[config.mk]
export PLATFORM = sky130hd
export DESIGN_NAME = mem_arbiter_flat
export DESIGN_NICKNAME = d
export VERILOG_FILES = /design/src/rtl/mem_arbiter_if.sv /design/src/rtl/mem_arbiter.sv /design/src/flat_wrapper.sv
export SDC_FILE = /design/constraint.sdc
export NUM_CORES = 1
export LEC_CHECK = 0
export ABC_CLOCK_PERIOD_IN_PS = 3900
export BUFFER_PORTS_ARGS = -buffer_cell sky130_fd_sc_hd__buf_2
export CORE_ASPECT_RATIO = 0.7
export CORE_MARGIN = 2
export CORE_UTILIZATION = 50
export DETAILED_ROUTE_END_ITERATION = 10
export PLACE_DENSITY = 0.83
export SYNTH_ARGS = -nofsm -noshare
export SYNTH_HDL_FRONTEND = slang
export SYNTH_SLANG_ARGS = --single-unit
[constraint.sdc]
create_clock -name clk -period 3.9 [get_ports clk]
set_clock_uncertainty 0.05 [all_clocks]
set_input_delay 0.39 -clock clk [delete_from_list [all_inputs] [get_ports clk]]
set_output_delay 0.39 -clock clk [all_outputs]
set_load 0.01 [all_outputs]
[src/rtl/mem_arbiter_if.sv]
// Requester (IF, MEM) and byte-wide RAM signals of mem_arbiter.
// master = arbiter side, slave = requesters plus RAM.
interface mem_arbiter_if #(
  parameter int ADDR_W = 32
);
  logic              if_req;
  logic [ADDR_W-1:0] if_addr;
  logic              if_done;
  logic [31:0]       if_inst;

  logic              mem_req;
  logic              mem_we;
  logic [1:0]        mem_len;
  logic [ADDR_W-1:0] mem_addr;
  logic [31:0]       mem_wdata;
  logic              mem_done;
  logic [31:0]       mem_rdata;

  logic [ADDR_W-1:0] ram_a;
  logic              ram_wr;
  logic [7:0]        ram_dout;
  logic [7:0]        ram_din;
  logic              busy;

  modport master (
    input  if_req, if_addr, mem_req, mem_we, mem_len, mem_addr, mem_wdata, ram_din,
    output if_done, if_inst, mem_done, mem_rdata, ram_a, ram_wr, ram_dout, busy
  );

  modport slave (
    output if_req, if_addr, mem_req, mem_we, mem_len, mem_addr, mem_wdata, ram_din,
    input  if_done, if_inst, mem_done, mem_rdata, ram_a, ram_wr, ram_dout, busy
  );
endinterface

[src/rtl/mem_arbiter.sv]
// Arbitrates IF/MEM onto one byte-wide RAM port, serialising 1/2/4-byte little-endian accesses.
// Latency: read n bytes -> done in cycle n+2, write n bytes -> done in cycle n+1, one IDLE cycle between.
// Backpressure: requesters hold req until their done pulse; MEMCTRL_ROUND_ROBIN_EN selects round-robin.
module mem_arbiter #(
  parameter int ADDR_W = 32
) (
  input logic           clk,
  input logic           rst,
  mem_arbiter_if.master bus
);
  typedef enum logic [1:0] {IDLE, BUSY, DONE} state_t;

  state_t            state;
  logic [2:0]        c;
  logic [2:0]        n;
  logic [ADDR_W-1:0] base;
  logic              we;
  logic              owner;   // 1 = MEM, 0 = IF
  logic [31:0]       wdata;
  logic [31:0]       dbuf;

  logic              grant_mem;
  logic [2:0]        len_n;
  logic [2:0]        c_nx;
  logic [2:0]        n_m1;
  logic [2:0]        c_m1;
  logic [2:0]        rd_idx;
  logic [7:0]        wr_byte;
  logic [31:0]       rd_word;

`ifdef MEMCTRL_ROUND_ROBIN_EN
  logic last_owner;

  always_comb begin
    grant_mem = bus.mem_req && (!bus.if_req || !last_owner);
  end
`else
  always_comb begin
    grant_mem = bus.mem_req;
  end
`endif

  always_comb begin
    case (bus.mem_len)
      2'b00:   len_n = 3'd1;
      2'b01:   len_n = 3'd2;
      default: len_n = 3'd4;
    endcase
  end

  assign c_nx    = c + 3'd1;
  assign n_m1    = n - 3'd1;
  assign c_m1    = c - 3'd1;
  // The read address stops at the last byte while the final byte is still in flight.
  assign rd_idx  = (c_nx > n_m1) ? n_m1 : c_nx;
  assign wr_byte = wdata[8*c_nx[1:0] +: 8];

  always_comb begin
    rd_word = dbuf;
    rd_word[8*c_m1[1:0] +: 8] = bus.ram_din;
  end

  always_ff @(posedge clk or negedge rst) begin
    if (!rst) begin
      state         <= IDLE;
      c             <= 3'd0;
      n             <= 3'd4;
      base          <= '0;
      we            <= 1'b0;
      owner         <= 1'b0;
      wdata         <= 32'h0;
      dbuf          <= 32'h0;
      bus.ram_a     <= '0;
      bus.ram_wr    <= 1'b0;
      bus.ram_dout  <= 8'h00;
      bus.if_done   <= 1'b0;
      bus.mem_done  <= 1'b0;
      bus.if_inst   <= 32'h0;
      bus.mem_rdata <= 32'h0;
      bus.busy      <= 1'b0;
`ifdef MEMCTRL_ROUND_ROBIN_EN
      last_owner    <= 1'b0;
`endif
    end else begin
      bus.if_done  <= 1'b0;
      bus.mem_done <= 1'b0;
      case (state)
        IDLE: begin
          if (bus.if_req || bus.mem_req) begin
            state    <= BUSY;
            c        <= 3'd0;
            dbuf     <= 32'h0;
            bus.busy <= 1'b1;
`ifdef MEMCTRL_ROUND_ROBIN_EN
            last_owner <= grant_mem;
`endif
            if (grant_mem) begin
              owner        <= 1'b1;
              base         <= bus.mem_addr;
              n            <= len_n;
              we           <= bus.mem_we;
              wdata        <= bus.mem_wdata;
              bus.ram_a    <= bus.mem_addr;
              bus.ram_wr   <= bus.mem_we;
              bus.ram_dout <= bus.mem_we ? bus.mem_wdata[7:0] : 8'h00;
            end else begin
              owner        <= 1'b0;
              base         <= bus.if_addr;
              n            <= 3'd4;
              we           <= 1'b0;
              wdata        <= 32'h0;
              bus.ram_a    <= bus.if_addr;
              bus.ram_wr   <= 1'b0;
              bus.ram_dout <= 8'h00;
            end
          end
        end
        BUSY: begin
          if (we) begin
            if (c == n_m1) begin
              state        <= DONE;
              bus.ram_a    <= '0;
              bus.ram_wr   <= 1'b0;
              bus.ram_dout <= 8'h00;
              if (owner) bus.mem_done <= 1'b1;
              else       bus.if_done  <= 1'b1;
            end else begin
              c            <= c_nx;
              bus.ram_a    <= base + ADDR_W'(c_nx);
              bus.ram_dout <= wr_byte;
            end
          end else begin
            if (c != 3'd0) dbuf <= rd_word;
            if (c == n) begin
              state     <= DONE;
              bus.ram_a <= '0;
              if (owner) begin
                bus.mem_rdata <= rd_word;
                bus.mem_done  <= 1'b1;
              end else begin
                bus.if_inst <= rd_word;
                bus.if_done <= 1'b1;
              end
            end else begin
              c         <= c_nx;
              bus.ram_a <= base + ADDR_W'(rd_idx);
            end
          end
        end
        DONE: begin
          state    <= IDLE;
          c        <= 3'd0;
          bus.busy <= 1'b0;
        end
        default: begin
          state    <= IDLE;
          bus.busy <= 1'b0;
        end
      endcase
    end
  end
endmodule

[src/flat_wrapper.sv]
// flat-port wrapper written by rule: the top's interface ports become plain ports
module mem_arbiter_flat 
#(
  parameter int ADDR_W = 32
)
  (clk, rst, bus_if_req, bus_if_addr, bus_mem_req, bus_mem_we, bus_mem_len, bus_mem_addr, bus_mem_wdata, bus_ram_din, bus_if_done, bus_if_inst, bus_mem_done, bus_mem_rdata, bus_ram_a, bus_ram_wr, bus_ram_dout, bus_busy);
  mem_arbiter_if #(.ADDR_W(ADDR_W)) bus_i ();
  input logic clk;
  input logic rst;
  input wire logic [$bits(bus_i.if_req)-1:0] bus_if_req;
  input wire logic [$bits(bus_i.if_addr)-1:0] bus_if_addr;
  input wire logic [$bits(bus_i.mem_req)-1:0] bus_mem_req;
  input wire logic [$bits(bus_i.mem_we)-1:0] bus_mem_we;
  input wire logic [$bits(bus_i.mem_len)-1:0] bus_mem_len;
  input wire logic [$bits(bus_i.mem_addr)-1:0] bus_mem_addr;
  input wire logic [$bits(bus_i.mem_wdata)-1:0] bus_mem_wdata;
  input wire logic [$bits(bus_i.ram_din)-1:0] bus_ram_din;
  output wire logic [$bits(bus_i.if_done)-1:0] bus_if_done;
  output wire logic [$bits(bus_i.if_inst)-1:0] bus_if_inst;
  output wire logic [$bits(bus_i.mem_done)-1:0] bus_mem_done;
  output wire logic [$bits(bus_i.mem_rdata)-1:0] bus_mem_rdata;
  output wire logic [$bits(bus_i.ram_a)-1:0] bus_ram_a;
  output wire logic [$bits(bus_i.ram_wr)-1:0] bus_ram_wr;
  output wire logic [$bits(bus_i.ram_dout)-1:0] bus_ram_dout;
  output wire logic [$bits(bus_i.busy)-1:0] bus_busy;
  assign bus_i.if_req = bus_if_req;
  assign bus_i.if_addr = bus_if_addr;
  assign bus_i.mem_req = bus_mem_req;
  assign bus_i.mem_we = bus_mem_we;
  assign bus_i.mem_len = bus_mem_len;
  assign bus_i.mem_addr = bus_mem_addr;
  assign bus_i.mem_wdata = bus_mem_wdata;
  assign bus_i.ram_din = bus_ram_din;
  assign bus_if_done = bus_i.if_done;
  assign bus_if_inst = bus_i.if_inst;
  assign bus_mem_done = bus_i.mem_done;
  assign bus_mem_rdata = bus_i.mem_rdata;
  assign bus_ram_a = bus_i.ram_a;
  assign bus_ram_wr = bus_i.ram_wr;
  assign bus_ram_dout = bus_i.ram_dout;
  assign bus_busy = bus_i.busy;
  mem_arbiter #(.ADDR_W(ADDR_W)) u_core (.clk(clk), .rst(rst), .bus(bus_i));
endmodule
Word-level counts from Yosys, hierarchy flattened
Index checks and enable logic that the tools add are counted.
Widths: inputs -> output; s select.
Word-level totals
  bits in registers: 214
  input bits: 111
Operators by class
  magnitude comparators: 1
  bitwise gates (word level): 3
  reductions and logical operators: 16
  equality and inequality tests: 14
  $add $sub $neg: 6
  mux-type cells: 49
  shift-type cells: 3
Operator list (number)
  $mux 32: 9
  $pmux 32 s2: 2
  $add 32x3->32: 2
  $mux 8: 5
  $neg 5->34: 1
  $shift 8x34->32 const A: 1
  $shiftx 8x34->32: 1
  $bwmux 32: 1
  $shiftx 32x6->8: 1
  $reduce_and 4->1: 5
  $mux 3: 6
  $mux 1: 16
  $pmux 8 s2: 1
  $pmux 3 s3: 1
  $mux 2: 4
  $ne 2x1->1 const B: 4
  $eq 3x3->1: 2
  $ne 3x3->1 const B: 2
  $pmux 3 s2: 1
  $reduce_and 2->1: 3
  $reduce_and 3->1: 2
  $reduce_bool 3->1: 2
  $eq 2x1->1 const B: 2
  $logic_not 2->1: 2
  13 further kinds: 16

Depth between registers and ports, before layout
Gate-level depths: netlist of the first run.
  depth in word-level cells: 7
  mapped depth: 16

Least setup slack after synthesis of the first run
OpenSTA, ideal clock, no wires.
  kind: reg-to-reg
  from: reg u_core.c[0]
  to: reg u_core.bus.ram_a[26]
  data required time: 3764 ps
  data arrival time: 3751 ps
  cell stages (with the launch flop): 17
  setup slack: 14 ps
  cell sequence: dfrtp_1 > inv_1 > ha_1 > ha_1 > a21o_1 > a21oi_1 > a31oi_1 > mux2i_1 > ha_1 > inv_1 > fa_1 > nor2b_1 > o21ai_1 > or2_1 > o22a_1 > or3_1 > a32oi_1
Between the ends
  word-level cells in the longest chain between the ends: 7
  elaborated cells on any way between the ends: 11
RTL lines
  from (decl): line mem_arbiter.sv:14  | logic [2:0] c;
  from (signal assigned): line mem_arbiter.sv:128  | c <= c_nx;
  from (signal assigned): line mem_arbiter.sv:145  | c <= c_nx;
  $add 3x1->3: line mem_arbiter.sv:51  | assign c_nx = c + 3'd1;
  $gt 3x3->1: line mem_arbiter.sv:55  | assign rd_idx = (c_nx > n_m1) ? n_m1 : c_nx;
  $mux 3: line mem_arbiter.sv:55
  $add 32x3->32: line mem_arbiter.sv:146  | bus.ram_a <= base + ADDR_W'(rd_idx);
  $mux 32: line mem_arbiter.sv:134  | if (c == n) begin
  $mux 32 *: line mem_arbiter.sv:119  | if (we) begin
  $pmux 32 s2 *: line mem_arbiter.sv:87  | case (state)
  to (signal assigned): line mem_arbiter.sv:103  | bus.ram_a <= bus.mem_addr;
  to (signal assigned): line mem_arbiter.sv:129  | bus.ram_a <= base + ADDR_W'(c_nx);
  to (signal assigned): line mem_arbiter.sv:146
  to (decl): line mem_arbiter_if.sv:27  | output if_done, if_inst, mem_done, mem_rdata, ram_a, ram_wr, ram_dout, busy
Every way passes the cells marked *; elsewhere a longest branch is shown, timed or not.
A chain may end at the register's enable or synchronous reset.

Worst setup path in the final report of the first run
  from: reg u_core.c[0]
  to: reg u_core.bus.ram_a[11]
Same word-level chain as after synthesis.

==> results of run 1 <==
[layout by cell type, fill, tap and decap left out, drive strengths merged, types with 20 or more instances in the layout]
master and count:
a21oi 115, nand2 89, nor3 21, dfrtp 213
nor2 68, o211ai 24, nand3 29, clkbuf 27
a22o 69, o21ai 76, buf 247, o21a 20
nor2b 44, mux2i 34
[power by group through the flow]
stage                     registers, mW  logic (mW)  clock network [mW]
final                              4.10        6.21                2.14
after global routing               4.21        6.81                2.28
after CTS                          4.06        5.88                2.17
after detailed placement           4.07        5.84                   0
after global placement             4.05        5.66                   0
after floorplan                    4.05        3.81                   0
[worst register-to-register path: stages, from the launching register on]
cell and delay [ns]:
sky130_fd_sc_hd__dfrtp_1 0.39, sky130_fd_sc_hd__inv_2 0.08, sky130_fd_sc_hd__ha_1 0.33, sky130_fd_sc_hd__ha_1 0.34
sky130_fd_sc_hd__a21o_1 0.18, sky130_fd_sc_hd__a21oi_1 0.18, sky130_fd_sc_hd__a31oi_2 0.07, sky130_fd_sc_hd__buf_4 0.18
sky130_fd_sc_hd__nor2_1 0.12, sky130_fd_sc_hd__a21oi_1 0.06, sky130_fd_sc_hd__ha_1 0.40, sky130_fd_sc_hd__a21oi_1 0.44
sky130_fd_sc_hd__a211o_1 0.35, sky130_fd_sc_hd__o22ai_1 0.15, sky130_fd_sc_hd__a311oi_1 0.31, sky130_fd_sc_hd__a211oi_1 0.07
[flip-flops by register name, summed over array words and instances (netlist names)]
signal,count
u_core.base,32
u_core.bus.if_inst,32
u_core.bus.mem_rdata,32
u_core.bus.ram_a,32
u_core.dbuf,32
u_core.wdata,32
u_core.bus.ram_dout,8
u_core.c,3
u_core.n,3
u_core.state,2
u_core.bus.busy,1
u_core.bus.if_done,1
u_core.bus.mem_done,1
u_core.bus.ram_wr,1
u_core.owner,1
u_core.we,1
[path summary, 6_finish.rpt]
path / endpoint / slack [ns]
setup / recovery: u_core.bus.ram_a[11]$_DFFE_PN0P_ / 0.08
hold / removal: u_core.bus.ram_a[17]$_DFFE_PN0P_ / -0.02
setup reg to reg: u_core.bus.ram_a[11]$_DFFE_PN0P_ / 0.08
hold reg to reg: u_core.bus.mem_rdata[5]$_DFFE_PN0P_ / 0.43
max in group asynchronous: u_core.wdata[18]$_DFFE_PN0P_ / 2.81
min in group clk: u_core.wdata[15]$_DFFE_PN0P_ / 0.07
[what timing repair did]
action,4_1_cts,5_1_grt
buffers inserted,0,5
resized for setup,0,19
hold buffers,0,0
setup endpoints to repair,0,21
endpoints found under the hold margin,0,0
[cells in the mapped netlist, types with 9 or more instances]
library cell,n,area [um2]
sky130_fd_sc_hd__a21o_1,10,75.1
sky130_fd_sc_hd__a21oi_1,115,576
sky130_fd_sc_hd__a22o_1,69,604
sky130_fd_sc_hd__a31oi_1,18,113
sky130_fd_sc_hd__and2_1,9,56.3
sky130_fd_sc_hd__buf_1,16,60.1
sky130_fd_sc_hd__clkbuf_1,53,199
sky130_fd_sc_hd__dfrtp_1,213,5330
sky130_fd_sc_hd__ha_1,16,200
sky130_fd_sc_hd__inv_1,15,56.3
sky130_fd_sc_hd__mux2i_1,34,340
sky130_fd_sc_hd__nand2_1,89,334
sky130_fd_sc_hd__nand3_1,28,140
sky130_fd_sc_hd__nor2_1,68,255
sky130_fd_sc_hd__nor2b_1,44,275
sky130_fd_sc_hd__nor3_1,21,105
sky130_fd_sc_hd__o211ai_1,24,180
sky130_fd_sc_hd__o21a_1,20,150
sky130_fd_sc_hd__o21ai_0,67,335
sky130_fd_sc_hd__o21ai_1,9,45.0
sky130_fd_sc_hd__o22ai_1,12,75.1
[cell families after synthesis]
family	after synthesis
AND/OR/NAND/NOR	297
multiplexers	42
AO/OA/AOI/OAI	390
buffers and inverters	96
XOR/XNOR	10
flip-flops	214
adder cells (fa/ha/maj)	18
[metal layers]
| layer | up-vias | GRT usage [%] |
|---|---|---|
| met3 | 42 | 7.16 |
| met5 | - | 0 |
| met2 | 453 | 38.2 |
| met4 | 0 | 3.97 |
| li1 | 4296 | - |
| met1 | 4539 | 44.6 |
[layout make-up]
type                       count  area, um2
fill                        1743       7980
sequential                   214       5360
multi-input combinational    757       5000
timing repair buffer         248       1350
clock buffer                  26        584
tap                          276        345
clock inverter                11        140
inverter                      15       56.3
[per-stage QoR]
step | area (um2) | setup slack, ns | cells
final | 12800 | 0.0839 | 1547
after global routing | 12800 | -0.0888 | 1547
after CTS | 12700 | 0.0709 | 1542
after detailed placement | 12000 | 0.0993 | 1505
after global placement | 12000 | 0.261 | 1505
after floorplan | 10600 | 0.0138 | 1067
==> report_table.html, run 1 <==
<table>
<tr><th>Metric</th><th>Value</th></tr>
<tr><th colspan="2">Status</th></tr>
<tr><td>Run status</td><td>finished with violations</td></tr>
<tr><td>Failing checks</td><td>hold timing</td></tr>
<tr><th colspan="2">Synthesis</th></tr>
<tr><td>Share of the synthesized netlist area taken by xor and xnor gates</td><td>0.964%</td></tr>
<tr><td>Multiplexer share of the synthesized area</td><td>4.89%</td></tr>
<tr><td>Number of instances in the synthesized netlist</td><td>1,067</td></tr>
<tr><td>Synth Area in Compound Gates</td><td>24.1%</td></tr>
<tr><td>Number of flops mapped to enable cells by yosys</td><td>0</td></tr>
<tr><td>Netlist cell types</td><td>70</td></tr>
<tr><td>Synth Area in Adders</td><td>2.26%</td></tr>
<tr><td>Most used flip-flop cell after synthesis</td><td>sky130_fd_sc_hd__dfrtp_1</td></tr>
<tr><td>Syn nets</td><td>1,196</td></tr>
<tr><td>Portion of the post-synthesis area used by sequential elements</td><td>50.3%</td></tr>
<tr><td>Yosys warnings</td><td>0</td></tr>
<tr><td>FF+latch count, synth</td><td>214</td></tr>
<tr><td>Cell area after technology mapping</td><td>0.0106 mm2</td></tr>
<tr><td>Main combinational cell family by area after synthesis</td><td>compound AO/OA/AOI/OAI gates</td></tr>
<tr><td>Share of async-settable or async-resettable flops after synthesis</td><td>100%</td></tr>
<tr><td>Synth Area per Inst</td><td>9.98 um2</td></tr>
<tr><td>Simple logic cell fraction of the synthesized area</td><td>13.7%</td></tr>
<tr><th colspan="2">Worst setup path</th></tr>
<tr><td>Cell Chain, Critical Path</td><td>inv_2 &gt; ha_1 &gt; ha_1 &gt; a21o_1 &gt; a21oi_1 &gt; a31oi_2 &gt; buf_4 &gt; nor2_1 &gt; a21oi_1 &gt; ha_1 &gt; a21oi_1 &gt; a211o_1 &gt; o22ai_1 &gt; a311oi_1 &gt; a211oi_1</td></tr>
<tr><td>Type of the worst setup path</td><td>flip-flop to flip-flop</td></tr>
<tr><td>Required arrival time at the worst endpoint</td><td>4.22 ns</td></tr>
<tr><td>Worst path top cell family by delay</td><td>compound AO/OA/AOI/OAI gates</td></tr>
<tr><td>Crit path DAT</td><td>4.14 ns</td></tr>
<tr><td>Worst R2R Path Depth</td><td>15</td></tr>
<tr><td>Critical path peak fanout</td><td>5</td></tr>
<tr><td>Buffers &amp; Inverters on Critical Path</td><td>2</td></tr>
<tr><td>Critical path origin</td><td>u_core.c[0]$_DFFE_PN0P_</td></tr>
<tr><td>Largest incremental delay on the critical path</td><td>0.44 ns</td></tr>
<tr><td>Crit path capture type</td><td>flip-flop</td></tr>
<tr><td>Start of the worst register-to-register path</td><td>u_core.c[0]$_DFFE_PN0P_</td></tr>
<tr><td>Type of element launching the critical path</td><td>flip-flop</td></tr>
<tr><td>CP max-delay cell</td><td>sky130_fd_sc_hd__a21oi_1</td></tr>
<tr><td>Logic depth of the worst path, buffers included</td><td>15</td></tr>
<tr><th colspan="2">CTS</th></tr>
<tr><td>Sink Count</td><td>214</td></tr>
<tr><td>Clk buf depth</td><td>3</td></tr>
<tr><td>Clock network latency to the later pin of the worst-skew pair</td><td>0.50 ns</td></tr>
<tr><td>Clock root buffer</td><td>sky130_fd_sc_hd__clkbuf_16</td></tr>
<tr><td>CTS Buf Count</td><td>21</td></tr>
<tr><td>H-tree depth</td><td>1</td></tr>
<tr><td>Clock-pin slew reported for the worst setup and hold paths after clock tree synthesis</td><td>0.07 ns</td></tr>
<tr><td>Clock tree from TritonCTS</td><td>built</td></tr>
<tr><th colspan="2">Drt</th></tr>
<tr><td>Sum of routed wire length over all layers</td><td>31,200 um</td></tr>
<tr><td>Routed wire per std cell</td><td>20.1 um</td></tr>
<tr><td>DR WL met2</td><td>12,600 um</td></tr>
<tr><td>Per-cell via count in the routed design</td><td>6.03</td></tr>
<tr><td>Vias post-DR</td><td>9,330</td></tr>
<tr><td>Topmost layer with routed signal wires</td><td>met4</td></tr>
<tr><td>Wl on met1</td><td>14,500 um</td></tr>
<tr><td>DRC violations left</td><td>0</td></tr>
<tr><td>Pre-antenna DRT Iters</td><td>6</td></tr>
<tr><td>Total met3 wirelength after detailed routing</td><td>3640 um</td></tr>
<tr><td>Number of DRC markers after the initial detailed-route iteration</td><td>809</td></tr>
<tr><td>Count of nets left with antenna violations after detail routing</td><td>0</td></tr>
<tr><th colspan="2">Timing</th></tr>
<tr><td>Share of the clock period used by the worst path</td><td>97.8%</td></tr>
<tr><td>Worst slew margin relative to its limit</td><td>23.2%</td></tr>
<tr><td>Least-Margin Pin Slew</td><td>1.14 ns</td></tr>
<tr><td>Total of endpoints with negative setup slack in the final report</td><td>0</td></tr>
<tr><td>Setup TNS</td><td>0 ns</td></tr>
<tr><td>Max-slew violation total from the final report</td><td>0</td></tr>
<tr><td>Final Hold Vio Count</td><td>33</td></tr>
<tr><td>Worst hold slack after final layout</td><td>-0.0230 ns</td></tr>
<tr><td>Fmax</td><td>262 MHz</td></tr>
<tr><td>Final critical path time including I/O delays and setup</td><td>3.82 ns</td></tr>
<tr><th colspan="2">Global route</th></tr>
<tr><td>Global-route wire length before repair</td><td>49,200 um</td></tr>
<tr><td>Overflow left after global routing</td><td>0</td></tr>
<tr><td>Combined global-route utilization of all metal layers</td><td>27.7%</td></tr>
<tr><td>Antenna violations before repair</td><td>0</td></tr>
<tr><td>Via count of the first global-routing pass</td><td>8,880</td></tr>
<tr><td>Pin count of the biggest net entering global routing</td><td>109</td></tr>
<tr><th colspan="2">Die</th></tr>
<tr><td>Placement row count</td><td>44</td></tr>
<tr><td>Number of top-level design ports</td><td>219</td></tr>
<tr><td>Die boundary height</td><td>126 um</td></tr>
<tr><td>Die outline area</td><td>0.0225 mm2</td></tr>
<tr><td>Initial Util</td><td>51.2%</td></tr>
<tr><td>Die X</td><td>178 um</td></tr>
<tr><td>Core area</td><td>0.0208 mm2</td></tr>
<tr><th colspan="2">Pwr</th></tr>
<tr><td>Leakage power</td><td>5.85 nW</td></tr>
<tr><td>Portion of total power attributed to sequential cells</td><td>32.9%</td></tr>
<tr><td>Power per Cell Area</td><td>971 mW/mm2</td></tr>
<tr><td>Portion of total power attributed to combinational logic</td><td>49.9%</td></tr>
<tr><td>Net Sw Power</td><td>5.43 mW</td></tr>
<tr><td>Switching share of power</td><td>43.6%</td></tr>
<tr><td>Overall Power</td><td>12.5 mW</td></tr>
<tr><td>Cell-internal power</td><td>7.02 mW</td></tr>
<tr><td>Worst ir drop on vdd</td><td>0.000500 V</td></tr>
<tr><td>Proportion of power drawn by the clock network</td><td>17.2%</td></tr>
<tr><th colspan="2">Placed design</th></tr>
<tr><td>Count of input and output buffers</td><td>218</td></tr>
<tr><td>RePlAce Congestion</td><td>0.981</td></tr>
<tr><td>Total half-perimeter wirelength after legalization and detailed placement</td><td>22,000 um</td></tr>
<tr><th colspan="2">Job</th></tr>
<tr><td>Max Cap Violations</td><td>0</td></tr>
<tr><th colspan="2">Layout</th></tr>
<tr><td>Fraction of final layout cells sized beyond drive strength 1</td><td>25.6%</td></tr>
<tr><td>Final core area utilization</td><td>61.7%</td></tr>
<tr><td># diodes</td><td>0</td></tr>
<tr><td>Number of nets in the layout</td><td>1,386</td></tr>
<tr><td>Area grow syn2layout</td><td>20.5%</td></tr>
<tr><th colspan="2">Min path</th></tr>
<tr><td>Hold crit path type</td><td>input port to asynchronous set/reset pin</td></tr>
</table>
Power figures use the tool's default switching activity.
==> run 2: changes to the inputs <==
--- a/config.mk
+++ b/config.mk
@@ -11,5 +11,6 @@
 export CORE_MARGIN = 2
-export CORE_UTILIZATION = 50
+export CORE_UTILIZATION = 52
+export CTS_BUF_LIST = sky130_fd_sc_hd__clkbuf_8
 export DETAILED_ROUTE_END_ITERATION = 10
-export PLACE_DENSITY = 0.83
+export PLACE_DENSITY = 0.85
 export SYNTH_ARGS = -nofsm -noshare
==> constraint.sdc (replaced) <==
create_clock -name clk -period 3.9 [get_ports clk]
set_clock_uncertainty 0.05 [all_clocks]
set_input_delay 0.78 -clock clk [delete_from_list [all_inputs] [get_ports clk]]
set_output_delay 0.78 -clock clk [all_outputs]
set_load 0.01 [all_outputs]
==> run 2 against run 1 <==
The flow now finishes without violations. Largest power group unchanged. Routed wire length about the same. Via count increased by 2.9%. Clock-buffer cell count grew 20.
==> report_table.html, run 2 (same netlist as run 1, synthesis figures left out) <==
<table>
<tr><th>Metric</th><th>Value</th></tr>
<tr><th colspan="2">Status</th></tr>
<tr><td>Run status</td><td>finished, final reports clean</td></tr>
<tr><th colspan="2">Placed design</th></tr>
<tr><td>Total half-perimeter wirelength after legalization and detailed placement</td><td>21,900 um</td></tr>
<tr><td>RePlAce Congestion</td><td>0.975</td></tr>
<tr><td>Count of input and output buffers</td><td>218</td></tr>
<tr><td>Placed inst area</td><td>0.0120 mm2</td></tr>
<tr><th colspan="2">CTS</th></tr>
<tr><td>CTS Buf Count</td><td>36</td></tr>
<tr><td>Sink Count</td><td>214</td></tr>
<tr><td>Clock network latency to the later pin of the worst-skew pair</td><td>0.52 ns</td></tr>
<tr><td>Clk buf depth</td><td>3</td></tr>
<tr><td>Clock tree from TritonCTS</td><td>built</td></tr>
<tr><td>H-tree depth</td><td>2</td></tr>
<tr><td>Number of hold buffers added after CTS</td><td>0</td></tr>
<tr><td>Clock-pin slew reported for the worst setup and hold paths after clock tree synthesis</td><td>0.06 ns</td></tr>
<tr><td>Clock root buffer</td><td>sky130_fd_sc_hd__clkbuf_8</td></tr>
<tr><th colspan="2">Global route</th></tr>
<tr><td>Antenna violations before repair</td><td>0</td></tr>
<tr><td>Global-route wire length before repair</td><td>48,200 um</td></tr>
<tr><td>Combined global-route utilization of all metal layers</td><td>28.3%</td></tr>
<tr><td>Via count of the first global-routing pass</td><td>8,741</td></tr>
<tr><td>Pin count of the biggest net entering global routing</td><td>97</td></tr>
<tr><td>Overflow left after global routing</td><td>0</td></tr>
<tr><th colspan="2">Layout</th></tr>
<tr><td>Number of nets in the layout</td><td>1,402</td></tr>
<tr><td>Fraction of final layout cells sized beyond drive strength 1</td><td>26.9%</td></tr>
<tr><td>Final core area utilization</td><td>64.6%</td></tr>
<tr><td>Area grow syn2layout</td><td>21.1%</td></tr>
<tr><td>Number of fill cells</td><td>1,585</td></tr>
<tr><td>Commonest cells after routing, fill and taps aside</td><td>sky130_fd_sc_hd__buf_2 (217), sky130_fd_sc_hd__dfrtp_1 (213), sky130_fd_sc_hd__a21oi_1 (114), sky130_fd_sc_hd__nand2_1 (87), sky130_fd_sc_hd__a22o_1 (69)</td></tr>
<tr><td>Area of the multi-input gates</td><td>0.00503 mm2</td></tr>
<tr><td>Most common library cell in the layout ignoring fill and taps</td><td>sky130_fd_sc_hd__buf_2</td></tr>
<tr><td>Reg area</td><td>0.00536 mm2</td></tr>
<tr><td>Finished Cell Area</td><td>0.0129 mm2</td></tr>
<tr><th colspan="2">Job</th></tr>
<tr><td>Max Cap Violations</td><td>0</td></tr>
<tr><th colspan="2">Worst setup path</th></tr>
<tr><td>Type of element launching the critical path</td><td>flip-flop</td></tr>
<tr><td>Worst R2R Path Depth</td><td>16</td></tr>
<tr><td>Reg2reg setup slack</td><td>0.16 ns</td></tr>
<tr><td>Required arrival time at the worst endpoint</td><td>4.26 ns</td></tr>
<tr><td>Crit path capture type</td><td>flip-flop</td></tr>
<tr><td>Type of the worst setup path</td><td>flip-flop to flip-flop</td></tr>
<tr><td>Critical path peak fanout</td><td>5</td></tr>
<tr><td>Crit path DAT</td><td>4.11 ns</td></tr>
<tr><th colspan="2">Timing</th></tr>
<tr><td>Worst slew margin relative to its limit</td><td>20.3%</td></tr>
<tr><td>Least-Margin Pin Slew</td><td>1.19 ns</td></tr>
<tr><td>Final Hold Vio Count</td><td>0</td></tr>
<tr><td>Fmax</td><td>267 MHz</td></tr>
<tr><td>Max-slew violation total from the final report</td><td>0</td></tr>
<tr><td>Final critical path time including I/O delays and setup</td><td>3.74 ns</td></tr>
<tr><td>Share of the clock period used by the worst path</td><td>96.0%</td></tr>
<tr><td>Total of endpoints with negative setup slack in the final report</td><td>0</td></tr>
<tr><th colspan="2">Die</th></tr>
<tr><td>Die X</td><td>175 um</td></tr>
<tr><td>Die boundary height</td><td>124 um</td></tr>
<tr><td>Placement row count</td><td>43</td></tr>
<tr><td>Core area</td><td>0.0200 mm2</td></tr>
<tr><td>Initial Util</td><td>53.3%</td></tr>
<tr><td>Die outline area</td><td>0.0217 mm2</td></tr>
<tr><td>Number of top-level design ports</td><td>219</td></tr>
<tr><th colspan="2">Pwr</th></tr>
<tr><td>Proportion of power drawn by the clock network</td><td>17.1%</td></tr>
<tr><td>Cell-internal power</td><td>6.95 mW</td></tr>
<tr><td>Switching share of power</td><td>43.9%</td></tr>
<tr><td>Portion of total power attributed to sequential cells</td><td>32.9%</td></tr>
<tr><td>Portion of total power attributed to combinational logic</td><td>50.0%</td></tr>
<tr><td>Net Sw Power</td><td>5.44 mW</td></tr>
<tr><td>Leakage power</td><td>5.93 nW</td></tr>
<tr><td>Power per Cell Area</td><td>961 mW/mm2</td></tr>
<tr><td>Worst ir drop on vdd</td><td>0.000627 V</td></tr>
<tr><th colspan="2">Drt</th></tr>
<tr><td>Pre-antenna DRT Iters</td><td>5</td></tr>
<tr><td>Sum of routed wire length over all layers</td><td>31,200 um</td></tr>
<tr><td>Count of nets left with antenna violations after detail routing</td><td>0</td></tr>
<tr><td>DRC violations left</td><td>0</td></tr>
<tr><td>Routed wire per std cell</td><td>19.9 um</td></tr>
<tr><td>Vias post-DR</td><td>9,599</td></tr>
<tr><td>Number of DRC markers after the initial detailed-route iteration</td><td>1,215</td></tr>
<tr><td>Per-cell via count in the routed design</td><td>6.11</td></tr>
<tr><th colspan="2">Min path</th></tr>
<tr><td>Hold crit path type</td><td>input port to asynchronous set/reset pin</td></tr>
</table>
-- run 2: critical path: stages, from the launching register on --
cell and delay, ns:
sky130_fd_sc_hd__dfrtp_1 0.41, sky130_fd_sc_hd__inv_1 0.10, sky130_fd_sc_hd__ha_1 0.34, sky130_fd_sc_hd__ha_4 0.29
sky130_fd_sc_hd__a21o_1 0.10, sky130_fd_sc_hd__a21oi_1 0.07, sky130_fd_sc_hd__a31oi_2 0.19, sky130_fd_sc_hd__mux2i_1 0.26
sky130_fd_sc_hd__ha_2 0.21, sky130_fd_sc_hd__inv_1 0.06, sky130_fd_sc_hd__fa_2 0.38, sky130_fd_sc_hd__nor2b_4 0.17
sky130_fd_sc_hd__o21ai_2 0.10, sky130_fd_sc_hd__or2_1 0.27, sky130_fd_sc_hd__o22a_1 0.20, sky130_fd_sc_hd__or3_1 0.31
sky130_fd_sc_hd__a32oi_1 0.15
-- run 2: through the flow --
stage / total power [mW] / setup TNS [ns] / instances / hold WS (ns) / worst slack (ns)
final: 12.4 / 0 / 1570 / 0.264 / 0.158
after detailed placement: 9.85 / 0 / 1501 / 0.422 / 0.0480
after floorplan: 7.86 / 0 / 1067 / 0.408 / 0.0138
after CTS: 12.0 / 0 / 1565 / 0.307 / 0.0163
after global routing: 13.2 / -0.0138 / 1569 / 0.329 / -0.0138
after global placement: 9.67 / 0 / 1501 / 0.409 / 0.199
-- run 2: cell type report --
| cell class | count | share of cell area (%) |
|---|---|---|
| antenna | 1 | 0.0194 |
| clock buffer | 46 | 4.91 |
| clock inverter | 18 | 1.05 |
| inverter | 15 | 0.437 |
| multi-input combinational | 757 | 39.0 |
| sequential | 214 | 41.5 |
| tap | 270 | 2.62 |
| timing repair buffer | 249 | 10.4 |
-- run 2: final timing paths --
path / end / start
setup / recovery: u_core.bus.ram_a[26]$_DFFE_PN0P_ / u_core.c[1]$_DFFE_PN0P_
hold / removal: u_core.bus.ram_a[11]$_DFFE_PN0P_ / rst
max in group asynchronous: u_core.base[19]$_DFFE_PN0P_ / rst
min in group clk: u_core.bus.mem_rdata[11]$_DFFE_PN0P_ / u_core.bus.mem_rdata[11]$_DFFE_PN0P_
setup reg to reg: u_core.bus.ram_a[26]$_DFFE_PN0P_ / u_core.c[1]$_DFFE_PN0P_
hold reg to reg: u_core.bus.mem_rdata[11]$_DFFE_PN0P_ / u_core.bus.mem_rdata[11]$_DFFE_PN0P_
-- run 2: power by group through the flow --
stage	clock [mW]	sequential [mW]	combinational, mW
finish	2.12	4.08	6.19
global route	2.26	4.18	6.81
CTS	2.15	4.04	5.83
detailed placement	0	4.06	5.80
global placement	0	4.02	5.65
floorplan	0	4.05	3.81
-- run 2: what timing repair did --
action | 4_1_cts | 5_1_grt
resized for setup | 0 | 23
buffers inserted | 0 | 4
setup endpoints to repair | 0 | 17
-- run 2: metal layers --
metal  up-vias  global-route usage, %  routed length (um)
li1       4341                      -                   -
met1      4705                   44.7               14500
met2       508                   38.6               12800
met3        45                   8.00                3480
met4         0                   5.26                 390
met5         -                      0                   0
